<file path="config.mk">
export PLATFORM = sky130hd
export DESIGN_NAME = uart_tx_arb
export DESIGN_NICKNAME = d
export VERILOG_FILES = /design/src/rtl/uart_tx_arb.sv
export SDC_FILE = /design/constraint.sdc
export NUM_CORES = 1
export LEC_CHECK = 0
export CAP_MARGIN = 20
export CORE_MARGIN = 1.5
export CORE_UTILIZATION = 35
export DETAILED_ROUTE_END_ITERATION = 16
export GPL_TIMING_DRIVEN = 0
export MAX_ROUTING_LAYER = met4
export PLACE_DENSITY = 0.58
export SETUP_SLACK_MARGIN = 0.4
export SYNTH_ARGS = -nofsm -noshare
export SYNTH_HDL_FRONTEND = slang
export SYNTH_SLANG_ARGS = --single-unit
export TNS_END_PERCENT = 30
</file>
<file path="constraint.sdc">
create_clock -name uart_tx_arb_clk -period 2.1 [get_ports uart_tx_arb_clk]
set_input_delay 0.315 -clock uart_tx_arb_clk [delete_from_list [all_inputs] [get_ports uart_tx_arb_clk]]
set_output_delay 0.315 -clock uart_tx_arb_clk [all_outputs]
set_load 0.05 [all_outputs]
</file>
<file path="src/rtl/uart_tx_arb.sv">
// uart_tx_arb
// -----------------------------------------------------------------------------
// Shares the single byte-wide uart_tx transmitter between the ADC sample
// stream and the command/response byte path. A 12-bit ADC sample is framed
// into a marked two-byte packet (bit 7 set only on the first byte). A command
// is sent as one raw byte. Arbitration is round-robin and happens only between
// packets, so a packet is never interleaved with the other requester's bytes.
// Each byte is launched with a one-cycle start pulse. The arbiter then waits
// for uart_tx_busy to rise, and then to fall, before it moves on.
//
// Optional feature (compile-time macro UART_TX_ARB_CKSUM_EN):
//   When defined, every sample packet carries a third byte
//   {2'b01, s[11:6] ^ s[5:0]}. Command packets are the same in both builds.
//
// Parameters:
//   WAIT_MAX         cycles allowed for uart_tx_busy to rise after a start
//                    pulse before the byte is declared lost (1..255)
//
// Ports:
//   uart_tx_arb_clk  baud clock, same net as the uart_tx bit clock
//   uart_tx_arb_rst  synchronous, active-high reset
//   smp_req/smp_data ADC sample request (held until ack) and 12-bit sample
//   smp_ack          one-cycle pulse when the sample is captured
//   cmd_req/cmd_data command byte request (held until ack) and byte
//   cmd_ack          one-cycle pulse when the command byte is captured
//   uart_tx_start    start pulse to uart_tx
//   uart_tx_data     byte to uart_tx, stable for the whole byte
//   uart_tx_busy     busy flag from uart_tx
//   arb_busy         high whenever a packet is in progress
//   arb_err          sticky busy-timeout flag, cleared only by reset
// -----------------------------------------------------------------------------
module uart_tx_arb #(
  parameter int unsigned WAIT_MAX = 15
) (
  input  logic        uart_tx_arb_clk,
  input  logic        uart_tx_arb_rst,
  input  logic        smp_req,
  input  logic [11:0] smp_data,
  output logic        smp_ack,
  input  logic        cmd_req,
  input  logic [7:0]  cmd_data,
  output logic        cmd_ack,
  output logic        uart_tx_start,
  output logic [7:0]  uart_tx_data,
  input  logic        uart_tx_busy,
  output logic        arb_busy,
  output logic        arb_err
);

  localparam logic [1:0] ST_IDLE      = 2'd0;
  localparam logic [1:0] ST_START     = 2'd1;
  localparam logic [1:0] ST_WAIT_BUSY = 2'd2;
  localparam logic [1:0] ST_WAIT_DONE = 2'd3;

  localparam logic GRANT_SMP = 1'b0;
  localparam logic GRANT_CMD = 1'b1;

  localparam logic [7:0] WAIT_LIMIT = 8'(WAIT_MAX);

  // Index of the last byte of a sample packet.
`ifdef UART_TX_ARB_CKSUM_EN
  localparam logic [1:0] SMP_LAST_IDX = 2'd2;
`else
  localparam logic [1:0] SMP_LAST_IDX = 2'd1;
`endif

  logic [1:0] state;
  logic       last_grant;
  logic [7:0] byte0;
  logic [7:0] byte1;
`ifdef UART_TX_ARB_CKSUM_EN
  logic [7:0] byte2;
`endif
  logic [1:0] last_idx;
  logic [1:0] idx;
  logic [7:0] wait_cnt;

  logic       grant_smp;
  logic       grant_cmd;
  logic [7:0] cur_byte;

  assign arb_busy = (state != ST_IDLE);

  // Round-robin choice. When both requesters are pending, the one not served
  // last wins. A lone requester always wins.
  always_comb begin
    grant_smp = 1'b0;
    grant_cmd = 1'b0;
    if (smp_req && cmd_req) begin
      if (last_grant == GRANT_CMD) begin
        grant_smp = 1'b1;
      end else begin
        grant_cmd = 1'b1;
      end
    end else if (smp_req) begin
      grant_smp = 1'b1;
    end else if (cmd_req) begin
      grant_cmd = 1'b1;
    end
  end

  // Select the packet byte that the current index points at.
  always_comb begin
    cur_byte = byte0;
    case (idx)
      2'd1:    cur_byte = byte1;
`ifdef UART_TX_ARB_CKSUM_EN
      2'd2:    cur_byte = byte2;
`endif
      default: cur_byte = byte0;
    endcase
  end

  // Packet sequencer. The start pulse and the data byte are registered out of
  // START, so they appear in the cycle after START. The same cycle is the
  // first WAIT_BUSY cycle.
  always_ff @(posedge uart_tx_arb_clk) begin
    if (uart_tx_arb_rst) begin
      state         <= ST_IDLE;
      last_grant    <= GRANT_CMD;
      byte0         <= 8'h00;
      byte1         <= 8'h00;
`ifdef UART_TX_ARB_CKSUM_EN
      byte2         <= 8'h00;
`endif
      last_idx      <= 2'd0;
      idx           <= 2'd0;
      wait_cnt      <= 8'd0;
      smp_ack       <= 1'b0;
      cmd_ack       <= 1'b0;
      uart_tx_start <= 1'b0;
      uart_tx_data  <= 8'h00;
      arb_err       <= 1'b0;
    end else begin
      smp_ack       <= 1'b0;
      cmd_ack       <= 1'b0;
      uart_tx_start <= 1'b0;
      case (state)
        ST_IDLE: begin
          if (grant_smp) begin
            byte0      <= {2'b10, smp_data[11:6]};
            byte1      <= {2'b00, smp_data[5:0]};
`ifdef UART_TX_ARB_CKSUM_EN
            byte2      <= {2'b01, smp_data[11:6] ^ smp_data[5:0]};
`endif
            last_idx   <= SMP_LAST_IDX;
            smp_ack    <= 1'b1;
            last_grant <= GRANT_SMP;
            idx        <= 2'd0;
            state      <= ST_START;
          end else if (grant_cmd) begin
            byte0      <= cmd_data;
            last_idx   <= 2'd0;
            cmd_ack    <= 1'b1;
            last_grant <= GRANT_CMD;
            idx        <= 2'd0;
            state      <= ST_START;
          end
        end

        ST_START: begin
          uart_tx_start <= 1'b1;
          uart_tx_data  <= cur_byte;
          wait_cnt      <= 8'd0;
          state         <= ST_WAIT_BUSY;
        end

        // Busy takes priority over the timeout. If busy rises in the cycle
        // the counter reaches its limit, the byte still counts as accepted.
        ST_WAIT_BUSY: begin
          if (uart_tx_busy) begin
            state <= ST_WAIT_DONE;
          end else begin
            wait_cnt <= wait_cnt + 8'd1;
            if (wait_cnt == WAIT_LIMIT - 8'd1) begin
              arb_err <= 1'b1;
              state   <= ST_IDLE;
            end
          end
        end

        ST_WAIT_DONE: begin
          if (!uart_tx_busy) begin
            if (idx != last_idx) begin
              idx   <= idx + 2'd1;
              state <= ST_START;
            end else begin
              state <= ST_IDLE;
            end
          end
        end

        default: state <= ST_IDLE;
      endcase
    end
  end

endmodule
</file>
==> reports/results.txt <==
cell family with the largest share of critical-path delay -> buffers and inverters
Synth Area in Compound Gates -> 22.0%
DR DRC count -> 0
number of pins with negative max-slew slack in the final report -> 0
Worst-path clk slew -> 70 ps
CP max FO -> 2
number of warnings issued by yosys -> 0
worst min-delay path startpoint -> uart_tx_data[6]$_SDFFE_PP0P_
n_diodes -> 0
minimum setup slack among reg-to-reg paths -> 490 ps
Crit Reg-Reg Startpoint -> state[1]$_SDFFE_PP0P_
max frequency -> 0.576 GHz
area fraction in and, or, nand and nor cells after synthesis -> 22.5%
category of the most critical setup path -> reg -> out
worst-margin pin slew -> 584 ps
number of antenna violations at the first check in global routing -> 0
worst vdd rail ir drop -> 0.000268 V
maximum number of pins on one net before global-route repair -> 12
register area share after synthesis -> 41.9%
main combinational cell family by area after synthesis -> simple AND/OR/NAND/NOR gates
Post-synth EDFFs -> 0
WL per Instance -> 15.0 um
number of buffers and inverters on the critical path -> 1
non-filler instance count after layout -> 335
overall global routing resource usage -> 18.6%
fraction of layout instances using a drive strength above 1 -> 7.17%
max-cap check violation count -> 0
detailed placer's ending HPWL -> 3540 um
Critical Path Sink Type -> output pin
P&R area growth vs syn -> 29.2%
die span in x -> 76.9 um
Skew-Pair Late Insertion Delay -> 300 ps
worst endpoint required time -> 1780 ps
die extent in y -> 76.9 um
level count of the clock H-tree -> 2
cell depth of the worst min-delay path -> 2
final hold violation count -> 0
PortBufs -> 35
via-per-instance ratio -> 5.31
via count of the first global-routing pass -> 1693
post-synthesis sequential element count -> 40
synthesized netlist net count -> 249
fill cell total of the finished layout -> 512
GRT Residual Overflow -> 0
FF-to-FF path depth -> 4
power density over the cells -> 747 mW/mm^2
crit path cell chain -> clkdlybuf4s50_1
Reg-to-Reg End -> idx[0]$_SDFFE_PP0P_
Syn Inst Count -> 221
most used flip-flop cell after synthesis -> dfxtp_1
worst min-delay path class -> reg -> reg
part of the cycle the worst path needs -> 82.7%
end point of the most critical hold path -> uart_tx_data[6]$_SDFFE_PP0P_
total I/O pin count -> 38
Synth async-reset ratio -> 0%
total clock sinks -> 40
final hold slack -> 455 ps
startpoint class of the critical path -> register
setup repair after global routing missed its margin -> true
Area contributors post-synth -> dfxtp_1 (42%), a21oi_1 (5.2%), mux2i_1 (5.2%)
XOR/XNOR share of the synthesized area -> 0.459%
share of the synthesized area in the top cell type -> 41.9%
Slew HR -> 60.7%
post-layout total power -> 0.00184 W
clock tree root driver cell -> clkbuf_8
final WL -> 5040 um
GPL Wtd Cong -> 0.836
drt pass-1 iters -> 4
final setup skew -> 5.37 ps
mean cell area of the mapped netlist -> 8.64 um^2
share of synthesized cell area in full adder, half adder and majority cells -> 1.97%
Leakage Power -> 0.904 nW
run status -> finished clean
hold-fix buffer count after cts -> 0
Clock Tree Buf Depth -> 2
FP Rows -> 26
wire length of the first global-routing pass -> 8370 um
core region area -> 0.00517 mm^2
clock tree from TritonCTS -> yes
overall via count from detail_route -> 1780
number of buffers created by CTS -> 5
iteration-0 DRC count of the detailed router -> 118
post-synthesis mux area share -> 5.83%
Distinct cells, synth -> 44
setup violators final -> 0
netlist area before placement -> 0.00191 mm^2
area of the die -> 0.00591 mm^2
placed cell count -> 326
effective utilization at floorplan -> 36.9%
time the final worst path needs with I/O delays and setup -> 1740 ps
dominant cell type by area after synthesis -> dfxtp_1
number of nets still failing antenna checks after routing -> 0
Critical-path top delay cell -> clkdlybuf4s50_1
endpoint arrival time on the critical path -> 1420 ps
Largest stage delay, worst path -> 790 ps
final-stage net count -> 292
-- state kept, by name (all words and copies together) (netlist names), 2 cells and up --
register / count
idx: 2
state: 2
byte1: 6
uart_tx_data: 8
wait_cnt: 8
byte0: 8
-- synthesized netlist by cell type, types with 4 or more instances --
cell,count
dfxtp_1,40
nand4_1,11
clkbuf_1,13
o31ai_1,6
or3_1,4
nand3_1,15
a211oi_1,10
mux2i_1,10
a21oi_1,20
nor2_1,14
inv_1,4
nand3b_1,5
o21ai_0,13
nand2_1,5
and2_1,4
nor3_1,4
a31oi_1,4
-- layout by cell type (no fill, tap or decap), types with 9 or more instances in the layout --
cell type and count:
nand3_1 15, a21oi_1 20, mux2i_1 10, dfxtp_1 40
clkbuf_1 15, o21ai_0 13, nand4_1 11, clkdlybuf4s50_1 27
nor2_1 13, a211oi_1 9
-- report_power, final --
group          leakage (nW)  internal, W  switching, W
Sequential            0.327     0.000815     0.0000321
Combinational         0.532     0.000173      0.000283
Clock                0.0455     0.000268      0.000271
Total                 0.904      0.00126      0.000586
-- what timing repair did --
action,in CTS,in global routing
pin swaps,1,0
setup buffers,1,0
setup endpoints to repair,24,17
gates resized for setup,13,6
-- worst max-delay path by stage --
stage,startpoint,cells after the start,end
after detailed placement,state[0]$_SDFFE_PP0P_,5,arb_busy
after global routing,uart_tx_data[4]$_SDFFE_PP0P_,1,uart_tx_data[4]
after global placement,state[0]$_SDFFE_PP0P_,5,arb_busy
final,uart_tx_data[0]$_SDFFE_PP0P_,1,uart_tx_data[0]
after CTS,uart_tx_data[5]$_SDFFE_PP0P_,1,uart_tx_data[5]
after floorplan,state[0]$_SDFFE_PP0P_,6,byte1[4]$_SDFFE_PP0P_
-- cell families after synthesis --
group / count (synthesis)
buffers and inverters: 24
DFF: 40
AOI/OAI and AO/OA: 65
and+or+nand+nor: 77
xor gates and xnor gates: 1
muxes: 11
adders and majority gates: 3
-- per-layer routing --
layer  part of all wire (%)  up-vias  GRT usage [%]  routed length [um]
li1                       -      905              -                   -
met3                    4.7       10           2.74                 237
met4                    2.5        0           8.52                 125
met5                      0        -              -                   0
met2                     45       50           27.6                2240
met1                     48      815           25.0                2430
-- area by class of cell --
class | count | area, um^2 | area share [%]
multi-input combinational | 157 | 1020 | 41.3
clock buffer | 8 | 90.1 | 3.65
timing repair buffer | 36 | 362 | 14.7
inverter | 6 | 25.0 | 1.01
sequential | 40 | 801 | 32.5
buffer | 18 | 81.3 | 3.30
tap | 70 | 87.6 | 3.55
-- stage by stage --
step	area [um^2]	utilization, %	TNS, ps	setup slack (ps)
3_3_place_gp	2350	45.4	-194	-194
2_1_floorplan	1910	-	0	644
5_1_grt	2470	47.7	0	335
3_5_place_dp	2350	45.4	-217	-217
6_report	2470	47.7	0	363
4_1_cts	2450	47.3	0	359
No activity file was read; power rests on OpenSTA's default activity.
